===== src/rtl/barrel_shifter_pipe.sv =====
// barrel_shifter_pipe: pipelined barrel shifter with one log2 stage per register and valid/ready flow control.
// Define BARREL_SHIFTER_PIPE_ROTATE_EN to make op 11 rotate right; otherwise op 11 acts as SRL.
module barrel_shifter_pipe #(
    parameter int DATA_WIDTH = 32,
    parameter int TAG_WIDTH  = 4
) (
    input  logic                          i_clk,
    input  logic                          i_rst_n,
    input  logic                          i_valid,
    output logic                          o_ready,
    input  logic [1:0]                    i_op,
    input  logic [$clog2(DATA_WIDTH)-1:0] i_shift_amt,
    input  logic [DATA_WIDTH-1:0]         i_data,
    input  logic [TAG_WIDTH-1:0]          i_tag,
    output logic                          o_valid,
    input  logic                          i_ready,
    output logic [DATA_WIDTH-1:0]         o_data,
    output logic [TAG_WIDTH-1:0]          o_tag
);
    localparam int SHAMT_W = $clog2(DATA_WIDTH);
    localparam int L = SHAMT_W - 1;

    // The whole pipeline freezes as one unit when the result cannot leave.
    logic stall;
    assign stall   = o_valid && !i_ready;
    assign o_ready = !stall;

    for (genvar k = 0; k < SHAMT_W; k++) begin : g_stage
        localparam int DIST = 1 << (L - k);
        localparam int AW   = SHAMT_W - k;
        logic                  in_valid;
        logic                  in_sign;
        logic [1:0]            in_op;
        logic [AW-1:0]         in_amt;
        logic [DATA_WIDTH-1:0] in_data;
        logic [TAG_WIDTH-1:0]  in_tag;
        logic [DATA_WIDTH-1:0] srl;
        logic [DATA_WIDTH-1:0] rot;
        logic [DATA_WIDTH-1:0] data_d;
        logic                  valid_q;
        logic [DATA_WIDTH-1:0] data_q;
        logic [TAG_WIDTH-1:0]  tag_q;

        if (k == 0) begin : g_src
            assign in_valid = i_valid;
            assign in_sign  = i_data[DATA_WIDTH-1];
            assign in_op    = i_op;
            assign in_amt   = i_shift_amt;
            assign in_data  = i_data;
            assign in_tag   = i_tag;
        end else begin : g_src
            assign in_valid = g_stage[k-1].valid_q;
            assign in_sign  = g_stage[k-1].g_side.sign_q;
            assign in_op    = g_stage[k-1].g_side.op_q;
            assign in_amt   = g_stage[k-1].g_side.amt_q;
            assign in_data  = g_stage[k-1].data_q;
            assign in_tag   = g_stage[k-1].tag_q;
        end

        assign srl = in_data >> DIST;
`ifdef BARREL_SHIFTER_PIPE_ROTATE_EN
        assign rot = srl | (in_data << (DATA_WIDTH - DIST));
`else
        assign rot = srl;
`endif
        assign data_d = !in_amt[AW-1]    ? in_data :
                        in_op == 2'b00 ? in_data << DIST :
                        in_op == 2'b10 ? srl | ({DATA_WIDTH{in_sign}} << (DATA_WIDTH - DIST)) :
                        in_op == 2'b11 ? rot : srl;

        // Payload registers load only for real operands, so bubbles leave data untouched.
        always_ff @(posedge i_clk or negedge i_rst_n) begin
            if (!i_rst_n) begin
                valid_q <= 1'b0;
                data_q  <= '0;
                tag_q   <= '0;
            end else if (!stall) begin
                valid_q <= in_valid;
                if (in_valid) begin
                    data_q <= data_d;
                    tag_q  <= in_tag;
                end
            end
        end

        // Op, sign and the not-yet-consumed amount bits ride along to the later stages.
        if (k < L) begin : g_side
            logic [1:0]    op_q;
            logic          sign_q;
            logic [AW-2:0] amt_q;
            always_ff @(posedge i_clk or negedge i_rst_n) begin
                if (!i_rst_n) begin
                    op_q   <= '0;
                    sign_q <= 1'b0;
                    amt_q  <= '0;
                end else if (!stall && in_valid) begin
                    op_q   <= in_op;
                    sign_q <= in_sign;
                    amt_q  <= in_amt[AW-2:0];
                end
            end
        end
    end

    assign o_valid = g_stage[L].valid_q;
    assign o_data  = g_stage[L].data_q;
    assign o_tag   = g_stage[L].tag_q;
endmodule


===== config.mk =====
export PLATFORM = sky130hd
export DESIGN_NAME = barrel_shifter_pipe
export DESIGN_NICKNAME = d
export VERILOG_FILES = /design/src/rtl/barrel_shifter_pipe.sv
export SDC_FILE = /design/constraint.sdc
export NUM_CORES = 1
export LEC_CHECK = 0
export CORE_ASPECT_RATIO = 0.6
export CORE_UTILIZATION = 34
export DETAILED_ROUTE_END_ITERATION = 16
export GPL_TIMING_DRIVEN = 0
export PLACE_DENSITY = 0.5
export SETUP_SLACK_MARGIN = 0.15
export SKIP_CTS_REPAIR_TIMING = 1
export SLEW_MARGIN = 40
export SYNTH_ARGS = -nofsm -noshare
export SYNTH_HDL_FRONTEND = slang
export SYNTH_SLANG_ARGS = --single-unit

===== constraint.sdc =====
create_clock -name i_clk -period 2.3 [get_ports i_clk]
set_clock_uncertainty 0.2 [all_clocks]
set_input_delay 0.46 -clock i_clk [delete_from_list [all_inputs] [get_ports i_clk]]
set_output_delay 0.46 -clock i_clk [all_outputs]
set_load 0.01 [all_outputs]

==> impl_metrics.py, run 1 <==
metrics = {
    "placement": {
        "dpl-instance-area_um2": 13400,
        "dp_hpwl_um": 27400,
        "io_buffers": 81,
        "routabilityCongestion": 0.950,
    },
    "outcome": {
        "status": "complete, no violations",
    },
    "worst_setup_path": {
        "path_class": "in -> out",
        "endpoint_kind": "output port",
        "cp-start-kind": "input port",
        "max_stage_delay_ns": 0.44,
        "cp_cell_sequence": "clkdlybuf4s50_1 -> nor2b_4 -> inv_4 -> buf_8 -> dlymetal6s2s_1",
        "cp_slowest_cell": "clkdlybuf4s50_1",
        "worstPathRequired_ns": 1.64,
        "worst-path-max-fanout": 10,
        "r2r_slack_ns": 0.20,
        "crit_arrival_ns": 1.57,
    },
    "global_route": {
        "grt_pass1_wl_um": 56400,
        "grt_overflow": 0,
        "grt_pass1_vias": 8911,
        "grt_max_degree": 72,
        "grt_antenna_before_repair": 0,
        "grtUsageTotal_pct": 20.5,
    },
    "synthesis": {
        "synth_top_family_by_area": "multiplexers",
        "synthArstFlopShare_pct": 100,
        "synthXorXnorAreaFrac_pct": 0,
        "yosys-mux-area-fraction_pct": 18.9,
        "netlist_area_um2": 11900,
        "synth_cell_types": 29,
        "synthAdderAreaFrac_pct": 0,
        "synth_fp_nets": 1210,
        "synth_compound_area_share_pct": 17.5,
        "synth_warnings": 0,
        "ys_seq_area_share_pct": 43.6,
        "synth_seq_cells": 207,
        "synthCells": 1163,
        "synth_simple_gate_area_share_pct": 14.8,
        "syn_avg_cell_area_um2": 10.2,
        "yosys_most_used_dff": "dfrtp_1",
        "synth-edff-count": 0,
    },
    "cells_and_area": {
        "syn_to_final_growth_pct": 18.8,
        "antennaDiodeCount": 0,
        "finalNetCount": 1319,
        "nFillCells": 3345,
        "layout-drive-gt1-share_pct": 23.2,
        "fin_area_um2": 14100,
    },
    "sta": {
        "setup_violations": 0,
        "maxSlewHeadroom_pct": 58.5,
        "fin_hold_ws_ns": 0.159,
        "hold_violations": 0,
        "grt_setup_unrepaired": "yes",
        "layout_min_cycle_time_ns": 2.23,
        "period_share_pct": 96.7,
        "finalMaxSlewViolations": 0,
        "fmax_mhz": 449,
        "tightest_slew_ns": 0.622,
    },
    "routing": {
        "avgRoutedWirePerCell_um": 20.9,
        "route.detailed.drc": 0,
        "ant_nets": 0,
        "drt-initial-drc-count": 997,
        "dr.pass1.iters": 5,
        "viasPerCell": 5.45,
        "via_count": 9517,
        "routed_wirelength_um": 36600,
    },
    "clock_tree": {
        "h-tree-depth": 1,
        "cts_max_path_buffers": 3,
        "cts_root_buf": "clkbuf_16",
        "clkLatencyLatePin_ns": 0.54,
        "clkSlewWorstSetupHoldPaths_ns": 0.07,
        "numCtsBuffers": 22,
        "cts_num_sinks": 207,
        "cts_tree": "yes",
    },
    "pwr": {
        "vdd_drop_max_mv": 0.630,
        "switchingPower_uw": 8840,
        "powerDensity_nw_per_um2": 1550,
        "power_frac_clock_pct": 16.6,
        "internal_power_uw": 13100,
        "swShare_pct": 40.3,
        "pwr-share-seq_pct": 33.4,
        "combPwrFrac_pct": 50.0,
        "leakage_uw": 0.00562,
    },
    "die": {
        "initial_core_util_pct": 34.9,
        "die_area_um2": 35800,
        "num_rows": 52,
        "core_area_um2": 34100,
        "io_pins": 85,
        "die_w_um": 243,
        "die-height_um": 147,
    },
    "min_path": {
        "hold_path.class": "in -> reg",
    },
    "job": {
        "cap_violations": 0,
    },
}
-- power groups by stage --
stage	Sequential, uW	Combinational (uW)	Clock (uW)
detailed placement	7320	10800	0
finish	7330	11000	3640
CTS	7270	10900	3760
global route	7560	12000	3890
floorplan	6560	7900	0
global placement	7330	10700	0
-- kinds of logic (layout without fill, tap and decap cells) --
family                 after synthesis  after routing
AO/OA/AOI/OAI                      384            384
AND/OR/NAND/NOR                    285            285
flip-flops                         207            207
multiplexers                       169            169
buffers and inverters              118            242
-- metal layers --
layer | routed length, um | global-route usage (%) | vias up | part of all wire (%)
met3 | 2830 | 5.30 | 35 | 7.7
met4 | 385 | 2.55 | 0 | 1.1
met5 | 0 | 0 | - | 0
met2 | 12900 | 23.9 | 310 | 35
li1 | - | - | 4457 | -
met1 | 20400 | 36.0 | 4715 | 56
-- through the flow --
| step | instances | total power [uW] | utilization (%) | worst slack (ns) | TNS (ns) |
|---|---|---|---|---|---|
| finish | 1746 | 21900 | 41.4 | 0.0748 | 0 |
| global placement | 1703 | 18100 | 38.9 | -8.82 | -1834.37 |
| detailed placement | 1706 | 18200 | 39.2 | -0.757 | -14.08 |
| global route | 1746 | 23400 | 41.4 | -0.0131 | -0.0131 |
| floorplan | 1163 | 14500 | - | 0.581 | 0 |
| CTS | 1745 | 21900 | 41.3 | -0.824 | -0.824 |
-- registers in the layout, indices dropped and copies added, names as in the netlist --
name	flops
g_stage.data_q	128
g_stage.g_side.amt_q	10
g_stage.g_side.op_q	8
g_stage.g_side.sign_q	4
g_stage.tag_q	16
g_stage.valid_q	4
o_data	32
o_tag	4
o_valid	1
-- placed cells by master, fill, tap and decap left out, drive strengths merged, types with 2 or more instances in the layout --
cell / count
dfrtp: 207
mux2: 169
a21oi: 167
a31oi: 114
clkbuf: 100
o21ai: 99
nor2: 98
or3b: 98
clkdlybuf4s50: 75
nor2b: 65
buf: 48
nand2: 10
clkinv: 8
and2: 5
dlymetal6s2s: 5
or2: 3
nand2b: 3
nand3: 2
bufinv: 2
inv: 2
-- synth_stat cells (4+ instances only) --
cell | number | area (um2)
nor2b_1 | 64 | 400
nor2_1 | 98 | 368
buf_2 | 18 | 90.1
or3b_1 | 58 | 508
clkbuf_1 | 70 | 263
mux2_4 | 92 | 1380
a21oi_1 | 167 | 836
mux2_2 | 77 | 867
and2_1 | 5 | 31.3
nand2_1 | 10 | 37.5
a31oi_1 | 114 | 713
or3b_2 | 40 | 350
buf_6 | 20 | 225
buf_1 | 4 | 15.0
o21ai_0 | 99 | 495
dfrtp_1 | 207 | 5180
-- final cells by class --
class                   count  area, um2  area share, %
well taps                 459        574           4.07
clock buffers              28        603           4.27
multi-input cells         838       6090           43.1
flip-flops and latches    207       5180           36.7
clock inverters            11        119          0.842
plain buffers             116        628           4.45
repair buffers             85        921           6.52
inverters                   2       10.0         0.0709
-- worst paths after layout --
kind	startpoint	cells after the start	to
worst min-delay path	i_valid	3	g_stage[0].data_q[31]
worst min register to register	g_stage[1].tag_q[1]	1	g_stage[2].tag_q[1]
max in group asynchronous	i_rst_n	4	g_stage[3].g_side.sign_q
min in group asynchronous	i_rst_n	2	g_stage[2].data_q[19]
worst max register to register	g_stage[0].g_side.op_q[0]	4	g_stage[1].data_q[17]
worst max-delay path	i_ready	5	o_ready
-- critical path, delay by kind of cell --
kind | cells | cell delay (ns)
buffers and inverters | 4 | 0.86
AND/OR/NAND/NOR | 1 | 0.23
No activity file was read; power rests on OpenSTA's default activity.
==> run 2: changes to the inputs <==
--- a/config.mk
+++ b/config.mk
@@ -8,7 +8,7 @@
 export CORE_ASPECT_RATIO = 0.6
 export CORE_UTILIZATION = 34
 export DETAILED_ROUTE_END_ITERATION = 16
-export GPL_TIMING_DRIVEN = 0
+export GPL_TIMING_DRIVEN = 1
 export PLACE_DENSITY = 0.5
 export SETUP_SLACK_MARGIN = 0.15
 export SKIP_CTS_REPAIR_TIMING = 1
==> run 2 against run 1 <==
Effect of this change: combinational power is 4% lower; clock power down 4%; sequential share of layout area down 0.16 points; via count shrank 6.4%; fmax up 6.7%; wire length shrank 18%; final cell count is 2.8% lower; register-to-register slack improved by 0.07 ns; flip-flop and latch count is the same; critical path type is now reg -> out; largest cell class unchanged; highest routed layer unchanged.
==> impl_metrics.py, run 2 (synthesized netlist as in run 1, its figures left out) <==
metrics = {
    "cells_and_area": {
        "finalNetCount": 1271,
        "layout.cells.non_filler": 1697,
        "layout_common_cells": "dfrtp_1, a21oi_1, a31oi_1",
        "top_register": "g_stage.data_q",
        "syn_to_final_growth_pct": 19.3,
        "final_common_cell": "dfrtp_1",
        "fin_area_um2": 14200,
        "fin_util_pct": 41.6,
        "antennaDiodeCount": 0,
        "layout-drive-gt1-share_pct": 25.9,
        "largest_reg_flops": 128,
    },
    "pwr": {
        "vdd_drop_max_mv": 0.627,
        "leakage_uw": 0.00568,
        "powerDensity_nw_per_um2": 1500,
    },
    "job": {
        "cap_violations": 0,
    },
    "clock_tree": {
        "cts_tree": "yes",
        "clkSlewWorstSetupHoldPaths_ns": 0.06,
        "clkLatencyLatePin_ns": 0.53,
        "cts_num_sinks": 207,
        "numCtsBuffers": 22,
        "h-tree-depth": 1,
        "cts_max_path_buffers": 3,
        "cts_root_buf": "clkbuf_16",
    },
    "routing": {
        "avgRoutedWirePerCell_um": 17.7,
        "viasPerCell": 5.25,
        "routed_wirelength_um": 30100,
        "via_count": 8912,
        "ant_nets": 0,
        "route.detailed.drc": 0,
        "drt-initial-drc-count": 619,
        "dr.pass1.iters": 5,
    },
    "placement": {
        "dp_hpwl_um": 21500,
        "dp.cells": 1658,
        "dpl-instance-area_um2": 13500,
        "io_buffers": 84,
        "routabilityCongestion": 0.812,
    },
    "global_route": {
        "grt_antenna_before_repair": 0,
        "grtUsageTotal_pct": 17.1,
        "grt_max_degree": 65,
        "grt_pass1_wl_um": 49100,
        "grt_overflow": 0,
        "grt_pass1_vias": 8382,
    },
    "die": {
        "io_pins": 85,
        "initial_core_util_pct": 34.9,
        "die-height_um": 147,
        "num_rows": 52,
        "die_w_um": 243,
        "die_area_um2": 35800,
        "core_area_um2": 34100,
    },
    "worst_setup_path": {
        "cp-start-kind": "register",
        "cp_slowest_cell": "clkdlybuf4s50_1",
        "r2r_slack_ns": 0.27,
        "critPathTopFamily": "buffers and inverters",
        "max_stage_delay_ns": 0.55,
        "worstPathRequired_ns": 1.64,
        "worst-path-max-fanout": 2,
        "cp_cell_sequence": "clkdlybuf4s50_1",
        "crit_arrival_ns": 1.43,
        "endpoint_kind": "output port",
        "path_class": "reg -> out",
        "cp.buffers_inverters": 1,
    },
    "sta": {
        "layout_min_cycle_time_ns": 2.09,
        "maxSlewHeadroom_pct": 56.1,
        "setup_violations": 0,
        "tightest_slew_ns": 0.657,
        "hold_violations": 0,
        "grt_setup_unrepaired": "no",
        "period_share_pct": 90.7,
        "tns_ns": 0,
        "fmax_mhz": 479,
        "fin_hold_ws_ns": 0.222,
        "finalMaxSlewViolations": 0,
    },
    "min_path": {
        "hold_path.class": "in -> async",
    },
    "outcome": {
        "status": "complete, no violations",
    },
}
-- run 2: layout make-up --
type	count	area, um2
clock buffer	30	611
clock inverter	8	82.6
fill	3318	19900
inverter	2	10.0
multi-input combinational	838	6090
sequential	207	5180
tap	459	574
timing repair buffer	153	1640
-- run 2: per-stage QoR --
step           setup WS (ns)  total power (uW)
2_1_floorplan          0.581             14500
3_3_place_gp          -0.126             17700
3_5_place_dp          -0.141             17900
4_1_cts               -0.176             21400
5_1_grt                0.155             22800
6_report               0.214             21200
-- run 2: power breakdown --
| group | internal, uW | switching (uW) |
|---|---|---|
| logic | 5850 | 4700 |
| registers | 5400 | 1800 |
| clock network | 1980 | 1500 |
| total | 13200 | 8000 |
-- run 2: final timing paths --
path,startpoint,end,cells past startpoint
worst min register to register,g_stage[2].tag_q[2],g_stage[3].tag_q[2],1
worst max-delay path,o_data[30],o_data[30],1
min in group i_clk,g_stage[2].tag_q[2],g_stage[3].tag_q[2],1
max in group asynchronous,i_rst_n,g_stage[3].g_side.amt_q,3
worst min-delay path,i_rst_n,g_stage[2].data_q[18],2
worst max register to register,g_stage[0].g_side.op_q[0],g_stage[1].data_q[16],5
-- run 2: metal layers --
layer	routed length, um	GRT usage, %	vias to the layer above
met4	323	2.48	0
met5	0	0	-
met2	11800	22.9	166
met1	16700	28.4	4370
met3	1220	2.58	20
li1	-	-	4356
